File: src/rtl/fft_pkg.sv
// Shared types and index helpers for the FFT front end.
// The deserializer state encoding and the bit-reverse lane mapping live here.
package fft_pkg;

    typedef enum logic [0:0] {
        COLLECT = 1'b0,
        OUTPUT  = 1'b1
    } deser_state_e;

    // Counter width for a frame of n samples (n is a power of two, n >= 2).
    function automatic int log2_width(input int n);
        return $clog2(n);
    endfunction

    // Reverse the low 'width' bits of idx; bits above 'width' are dropped.
    function automatic int bit_reverse(input int idx, input int width);
        int r;
        r = 32'sd0;
        for (int i = 0; i < 32; i++) begin
            if (i < width) begin
                r[width - 1 - i] = idx[i];
            end
        end
        return r;
    endfunction

endpackage

File: src/rtl/fft_deserializer_if.sv
// Sample-stream and frame handshake bundle between the producer, the
// deserializer and the first FFT stage.
interface fft_deserializer_if #(
    parameter int BIT_WIDTH = 32,
    parameter int N_SAMPLES = 8
);
    logic [BIT_WIDTH-1:0]                recv_msg;
    logic                                recv_val;
    logic                                recv_rdy;
    logic [N_SAMPLES-1:0][BIT_WIDTH-1:0] send_msg_real;
    logic [N_SAMPLES-1:0][BIT_WIDTH-1:0] send_msg_imag;
    logic                                send_val;
    logic                                send_rdy;

    modport master (
        output recv_msg, recv_val, send_rdy,
        input  recv_rdy, send_msg_real, send_msg_imag, send_val
    );

    modport slave (
        input  recv_msg, recv_val, send_rdy,
        output recv_rdy, send_msg_real, send_msg_imag, send_val
    );
endinterface

File: src/rtl/fft_deserializer.sv
// Collects N_SAMPLES real samples into a frame buffer and hands the whole
// frame to the first FFT stage; optional bit-reversed lane placement.
module fft_deserializer
    import fft_pkg::*;
#(
    parameter int BIT_WIDTH   = 32,
    parameter int DECIMAL_PT  = 16,
    parameter int N_SAMPLES   = 8,
    parameter int BIT_REVERSE = 0
) (
    input  logic              clk,
    input  logic              reset,
    fft_deserializer_if.slave bus
);

    localparam int CNT_W = log2_width(N_SAMPLES);

    if (N_SAMPLES < 2 || (N_SAMPLES & (N_SAMPLES - 1)) != 0) begin : g_bad_n
        $error("N_SAMPLES must be a power of two and at least 2");
    end
    if (DECIMAL_PT < 0 || DECIMAL_PT > BIT_WIDTH) begin : g_bad_dp
        $error("DECIMAL_PT must lie within BIT_WIDTH");
    end

    deser_state_e          state_r;
    deser_state_e          state_next_s;
    logic [CNT_W-1:0]      cnt_r;
    logic [CNT_W-1:0]      cnt_next_s;
    logic [CNT_W-1:0]      lane_sel_s;
    logic [N_SAMPLES-1:0]  lane_we_s;
    logic                  recv_fire_s;
    logic [BIT_WIDTH-1:0]  buf_r [N_SAMPLES];

    // Handshake flags come straight from the state register, never from val/rdy inputs.
    assign bus.recv_rdy = (state_r == COLLECT);
    assign bus.send_val = (state_r == OUTPUT);
    assign recv_fire_s  = bus.recv_val && (state_r == COLLECT);

    // Lane addressed by the current sample index.
    always_comb begin
        if (BIT_REVERSE != 0) begin
            lane_sel_s = CNT_W'(bit_reverse(int'(cnt_r), CNT_W));
        end else begin
            lane_sel_s = cnt_r;
        end
    end

    for (genvar g = 0; g < N_SAMPLES; g++) begin : g_lane
        assign lane_we_s[g] = recv_fire_s && (lane_sel_s == CNT_W'(g));

        // Per-lane frame storage: cleared on reset, otherwise overwritten in place.
        always_ff @(posedge clk) begin
            if (reset) begin
                buf_r[g] <= '0;
            end else if (lane_we_s[g]) begin
                buf_r[g] <= bus.recv_msg;
            end else begin
                buf_r[g] <= buf_r[g];
            end
        end
    end

    // Frame outputs mirror the buffer; imaginary lanes are always zero.
    always_comb begin
        for (int i = 0; i < N_SAMPLES; i++) begin
            bus.send_msg_real[i] = buf_r[i];
            bus.send_msg_imag[i] = '0;
        end
    end

    // Next-state and sample-counter logic.
    always_comb begin
        state_next_s = state_r;
        cnt_next_s   = cnt_r;
        case (state_r)
            COLLECT: begin
                if (recv_fire_s) begin
                    // Counter wraps naturally to zero on the last sample.
                    cnt_next_s = cnt_r + 1'b1;
                    if (cnt_r == CNT_W'(N_SAMPLES - 1)) begin
                        state_next_s = OUTPUT;
                    end else begin
                        state_next_s = COLLECT;
                    end
                end else begin
                    state_next_s = COLLECT;
                end
            end
            OUTPUT: begin
                if (bus.send_rdy) begin
                    state_next_s = COLLECT;
                end else begin
                    state_next_s = OUTPUT;
                end
            end
            default: begin
                state_next_s = COLLECT;
                cnt_next_s   = '0;
            end
        endcase
    end

    // State and counter registers.
    always_ff @(posedge clk) begin
        if (reset) begin
            state_r <= COLLECT;
            cnt_r   <= '0;
        end else begin
            state_r <= state_next_s;
            cnt_r   <= cnt_next_s;
        end
    end

endmodule

File: src/flat_wrapper.sv
// flat-port wrapper written by rule: the top's interface ports become plain ports
module fft_deserializer_flat import fft_pkg::*;
#(
    parameter int BIT_WIDTH   = 32,
    parameter int DECIMAL_PT  = 16,
    parameter int N_SAMPLES   = 8,
    parameter int BIT_REVERSE = 0
)
  (clk, reset, bus_recv_msg, bus_recv_val, bus_send_rdy, bus_recv_rdy, bus_send_msg_real, bus_send_msg_imag, bus_send_val);
  fft_deserializer_if #(.BIT_WIDTH(BIT_WIDTH), .N_SAMPLES(N_SAMPLES)) bus_i ();
  input  logic clk;
  input  logic reset;
  input wire logic [$bits(bus_i.recv_msg)-1:0] bus_recv_msg;
  input wire logic [$bits(bus_i.recv_val)-1:0] bus_recv_val;
  input wire logic [$bits(bus_i.send_rdy)-1:0] bus_send_rdy;
  output wire logic [$bits(bus_i.recv_rdy)-1:0] bus_recv_rdy;
  output wire logic [$bits(bus_i.send_msg_real)-1:0] bus_send_msg_real;
  output wire logic [$bits(bus_i.send_msg_imag)-1:0] bus_send_msg_imag;
  output wire logic [$bits(bus_i.send_val)-1:0] bus_send_val;
  assign bus_i.recv_msg = bus_recv_msg;
  assign bus_i.recv_val = bus_recv_val;
  assign bus_i.send_rdy = bus_send_rdy;
  assign bus_recv_rdy = bus_i.recv_rdy;
  assign bus_send_msg_real = bus_i.send_msg_real;
  assign bus_send_msg_imag = bus_i.send_msg_imag;
  assign bus_send_val = bus_i.send_val;
  fft_deserializer #(.BIT_WIDTH(BIT_WIDTH), .DECIMAL_PT(DECIMAL_PT), .N_SAMPLES(N_SAMPLES), .BIT_REVERSE(BIT_REVERSE)) u_core (.clk(clk), .reset(reset), .bus(bus_i));
endmodule
File: config.mk
export PLATFORM = sky130hd
export DESIGN_NAME = fft_deserializer_flat
export DESIGN_NICKNAME = d
export VERILOG_FILES = /design/src/rtl/fft_pkg.sv /design/src/rtl/fft_deserializer_if.sv /design/src/rtl/fft_deserializer.sv /design/src/flat_wrapper.sv
export SDC_FILE = /design/constraint.sdc
export NUM_CORES = 1
export LEC_CHECK = 0
export ABC_AREA = 1
export BUFFER_PORTS_ARGS = -buffer_cell sky130_fd_sc_hd__buf_2
export CORE_AREA = 2 2 211 213
export CTS_CLUSTER_DIAMETER = 60
export DETAILED_ROUTE_END_ITERATION = 12
export DIE_AREA = 0 0 213 215
export GPL_TIMING_DRIVEN = 0
export SETUP_SLACK_MARGIN = 0.15
export SYNTH_ARGS = -nofsm -noshare
export SYNTH_HDL_FRONTEND = slang
export SYNTH_SLANG_ARGS = --single-unit
File: constraint.sdc
create_clock -name clk -period 2.44 [get_ports clk]
set_input_delay 0.488 -clock clk [delete_from_list [all_inputs] [get_ports clk]]
set_output_delay 0.488 -clock clk [all_outputs]
set_load 0.05 [all_outputs]
======== Word-level counts from Yosys, hierarchy flattened ========
Memories as Yosys holds them, arrays and structs flattened.
Index checks and enable logic that the tools add are counted.
word-level totals
  memories kept ........................... 1
  flip-flop bits (word level) ............. 4
  bits in latches ......................... 0
  ROM bits ................................ 0
  output and inout port bits .............. 514
  memory bits (writable) .................. 256
operators by class
  equality and inequality tests ........... 7
  $mul .................................... 0
  add/sub/neg operators ................... 1
  magnitude comparators ................... 0
  div/mod/pow operators ................... 0
  shifts and indexed selects .............. 0
  reductions and logical operators ........ 11
  bitwise operators ....................... 17
  multiplexer cells ....................... 70
memories
  memory        depth  width  rd ports  clocked after Yosys merged registers in  write ports  line                    text
  u_core.buf_r  8      32     8         0                                        8            fft_deserializer.sv:32  logic [BIT_WIDTH-1:0] buf_r [N_SAMPLES];
operators with widths
  operator                                              count
  2-to-1 mux 32 bit                                     16
  2-to-1 mux 1 bit                                      53
  bitwise OR 1 bit                                      16
  equality test 3 bit (second input constant)           4
  logical AND 1 bit                                     9
  equality test 3 x 2 -> 1 bit (second input constant)  2
  adder 3 x 1 -> 3 bit (second input constant)          1
  equality test 3 x 1 -> 1 bit (second input constant)  1
  zero test 3 bit                                       1
  case mux 1 bit (2 select lines)                       1
  AND reduction 2 bit                                   1
  NOT 1 bit                                             1

======== Logic depth before layout (Yosys ltp) ========
  depth in word-level cells ............... 8
  depth in mapped cells ................... 6
  depth with buffers taken out ............ 6

======== Worst setup path after synthesis ========
No wires, ideal clock.
  path type ............................... register -> register
  start ................................... reg u_core.state_r, in the netlist u_core.bus.send_val
  end ..................................... mem u_core.buf_r[5][0], in the netlist u_core.buf_r[1][32] (enable)
  setup time .............................. 0.478 ns
  cell stages (with the launch flop) ...... 5
  buffers on the path ..................... 1
  period minus slack after synthesis ...... 2.376 ns
  path slack .............................. 0.064 ns
  required time ........................... 1.962 ns
  arrival ................................. 1.899 ns
  cell sequence ........................... dfxtp_1 > inv_4 > nand4_4 > buf_2 > nand2_1
RTL lines
  item                    line                     text
  start, declared         fft_deserializer.sv:25   deser_state_e state_r;
  start signal, assigned  fft_deserializer.sv:109  state_r <= state_next_s;
  end, declared           fft_deserializer.sv:32

==> flow_summary.json <==
{
  "outcome": "finished clean",
  "layout_commonest_cell": "buf_2",
  "io_buffers": 292,
  "yosysTopAreaCell": "edfxtp_1",
  "dr_total_vias": 7524,
  "htreeDepth": 1,
  "min_delay_path_depth": 2,
  "power.share.switching_pct": 33.42,
  "final_cell_mix": "buf_2 (301), buf_4 (259), conb_1 (256), edfxtp_1 (256), nor2_1 (198)",
  "viasPerCell": 3.631,
  "n_fill_cell": 4321,
  "worst_slack_ns": 0.3532,
  "std_cell_rows": 77,
  "p_clk_share_pct": 33.5,
  "die-area_mm2": 0.04580,
  "postRouteAntennaNets": 0,
  "ys_warn_count": 0,
  "min_from": "reset",
  "clk_pin_slew_ns": 0.06,
  "relSlewSlack_pct": 59.43,
  "power.switching_mw": 4.027,
  "maxCapViolations": 0,
  "syn2layout_area_growth_pct": 37.04,
  "crit_chain": "inv_1 > ha_1 > nand4_4 > buf_6 > nand2_2 > buf_12",
  "synthDistinctLibCells": 22,
  "rr_endpoint": "u_core.buf_r[0][90]$_SDFFCE_PN0P_",
  "grt_max_degree": 26,
  "avgSynthCellArea_um2": 13.03,
  "routed_wl_um": 32820,
  "gp_congestion": 0.7682,
  "dp.cells": 2023,
  "syn-instance-count": 876,
  "worstMarginPinSlew_ns": 0.6085,
  "cp-start-kind": "flop",
  "synth_area_leaders": "edfxtp_1 (67%), buf_4 (17%), nor2_1 (6.5%), nor2_2 (1.8%), nand2_1 (1.4%)",
  "layout_min_cycle_time_ns": 2.087,
  "timing_max_transition_violations_final": 0,
  "final-hold-violation-count": 0,
  "cts_root_buf": "clkbuf_16",
  "grt-ovfl-total": 0,
  "fin_util_pct": 35.84,
  "fin_nets": 1503,
  "die_w_um": 213,
  "diodes": 0,
  "setup-tns-final_ns": 0,
  "clk_path_buf_depth": 3,
  "reg2reg_setup_slack_ns": 0.35,
  "dp.final_hpwl_um": 24680,
  "cts_setup_buffers": 0,
  "reg2regPathDepth": 6,
  "die_h_um": 215,
  "fin_cells": 2072,
  "cts_buffers": 28,
  "cts_tree": "built",
  "hp-class": "in -> reg",
  "grt_setup_unrepaired": "no",
  "synth-edff-count": 256,
  "peakVddDrop_v": 0.0003882,
  "max_stage_delay_ns": 0.35,
  "critical_path_class": "reg -> reg",
  "crit_required_ns": 2.68,
  "p_leak_nw": 7.604,
  "cp-end-kind": "flop",
  "whs_ns": 0.1144,
  "fmax_mhz": 479.2,
  "clk_latency_ns": 0.54,
  "clkSinkCount": 260,
  "start_util_pct": 26.15,
  "syn-cell-area_mm2": 0.01141,
  "multiInputGateArea_mm2": 0.002336,
  "finalSetupViolations": 0,
  "p_int_mw": 8.024,
  "critPathArrivalTime_ns": 2.33,
  "antenna_found_initial": 5,
  "wl_per_cell_um": 15.84,
  "drt_iter0_markers": 401,
  "ys_seq_area_share_pct": 68.06,
  "layout_worst_path_cycle_share_pct": 85.52,
  "grt_pass1_wl_um": 45480,
  "drive_gt1_share_pct": 45.34,
  "p_per_area_mw_per_mm2": 770.5,
  "io_pins": 550,
  "grt_pass1_vias": 7188,
  "crit_slowest_cell": "dfxtp_1",
  "ys_ff_latch": 260,
  "async_flop_share_pct": 0,
  "drc": 0,
  "worstReg2RegStart": "u_core.cnt_r[0]$_SDFFE_PP0P_",
  "hold-path-endpoint": "u_core.bus.send_val$_SDFF_PP0_",
  "skew_ns": 0.01584,
  "register_area_mm2": 0.007769,
  "seqPwrFrac_pct": 43.4,
  "yosys_most_used_dff": "edfxtp_1",
  "dr.pass1.iters": 5,
  "grtUsageTotal_pct": 13.51,
  "dp_worst_setup_slack_ns": -0.06756,
  "comb_power_share_pct": 23.1,
  "cp_max_fo": 22,
  "synth_top_area_share_pct": 67.35,
  "fp.coreArea_mm2": 0.04364
}
## what timing repair did
action / CTS / global route
hold endpoints to repair: 0 / 0
hold buffers: 0 / 0
gates resized for setup: 0 / 2
setup endpoints to repair: 0 / 46
## registers in the layout, indices dropped and copies added (netlist names)
register,flops
u_core.buf_r,256
u_core.cnt_r,3
u_core.bus.send_val,1
## power by group through the flow
stage	logic, mW	clock network, mW	registers [mW]
detailed placement	2.77	0	5.33
CTS	2.77	4.12	5.23
floorplan	1.43	0	6.17
global placement	2.71	0	5.34
global route	2.89	4.30	5.25
finish	2.78	4.04	5.23
## synthesized netlist by cell type, types with 2 or more instances
cell type / instances
buf_4: 259
inv_2: 2
nand4_4: 5
nor2_2: 32
inv_1: 36
ha_1: 6
nor2_1: 198
edfxtp_1: 256
buf_6: 12
nand3_1: 4
buf_2: 9
dfxtp_1: 4
nand2_1: 44
## worst max-delay path, delay by kind of cell (launching register included)
kind,cells,cell delay [ns]
adders and majority gates,1,0.26
DFF,1,0.35
buffers and inverters,3,0.59
and+or+nand+nor,2,0.58
## worst max path at each step
stage / slack, ns / endpoint / cells past startpoint / startpoint
6_report: 0.35 / u_core.buf_r[0][90]$_SDFFCE_PN0P_ / 6 / u_core.cnt_r[0]$_SDFFE_PP0P_
5_1_grt: 0.20 / u_core.buf_r[0][88]$_SDFFCE_PN0P_ / 6 / u_core.cnt_r[0]$_SDFFE_PP0P_
4_1_cts: 0.19 / u_core.buf_r[1][116]$_SDFFCE_PN0P_ / 5 / u_core.cnt_r[2]$_SDFFE_PP0P_
3_5_place_dp: -0.07 / u_core.buf_r[1][27]$_SDFFCE_PN0P_ / 5 / reset
3_3_place_gp: -0.80 / u_core.buf_r[0][4]$_SDFFCE_PN0P_ / 4 / reset
2_1_floorplan: 0.06 / u_core.buf_r[1][32]$_SDFFCE_PN0P_ / 4 / u_core.bus.send_val$_SDFF_PP0_
## routing by layer
metal	vias up	wire length, um	GRT usage, %
met1	3473	12130	15.52
met4	8	1102	4.965
li1	3536	-	-
met5	-	47	0
met3	67	2684	2.601
met2	440	16860	24.61
## logic make-up after synthesis
family | share of synthesized area, %
AO/OA/AOI/OAI | 0.04381
adder cells (fa/ha/maj) | 0.6577
buffers and inverters | 20.11
flip-flops | 68.06
other | 0.03286
AND/OR/NAND/NOR | 11.10
## stage by stage
step	cell area [um^2]	total power, mW
4_1_cts	15630	12.13
2_1_floorplan	12370	7.603
5_1_grt	15640	12.44
3_5_place_dp	14760	8.100
6_report	15640	12.05
3_3_place_gp	14570	8.051
## final cells by class
cell class	instances	area share, %
plain buffers	282	13.69
clock inverters	14	0.7279
multi-input cells	549	14.93
well taps	592	4.736
inverters	40	0.9759
flip-flops and latches	260	49.67
clock buffers	35	4.848
repair buffers	300	10.42
Power figures use the tool's default switching activity.
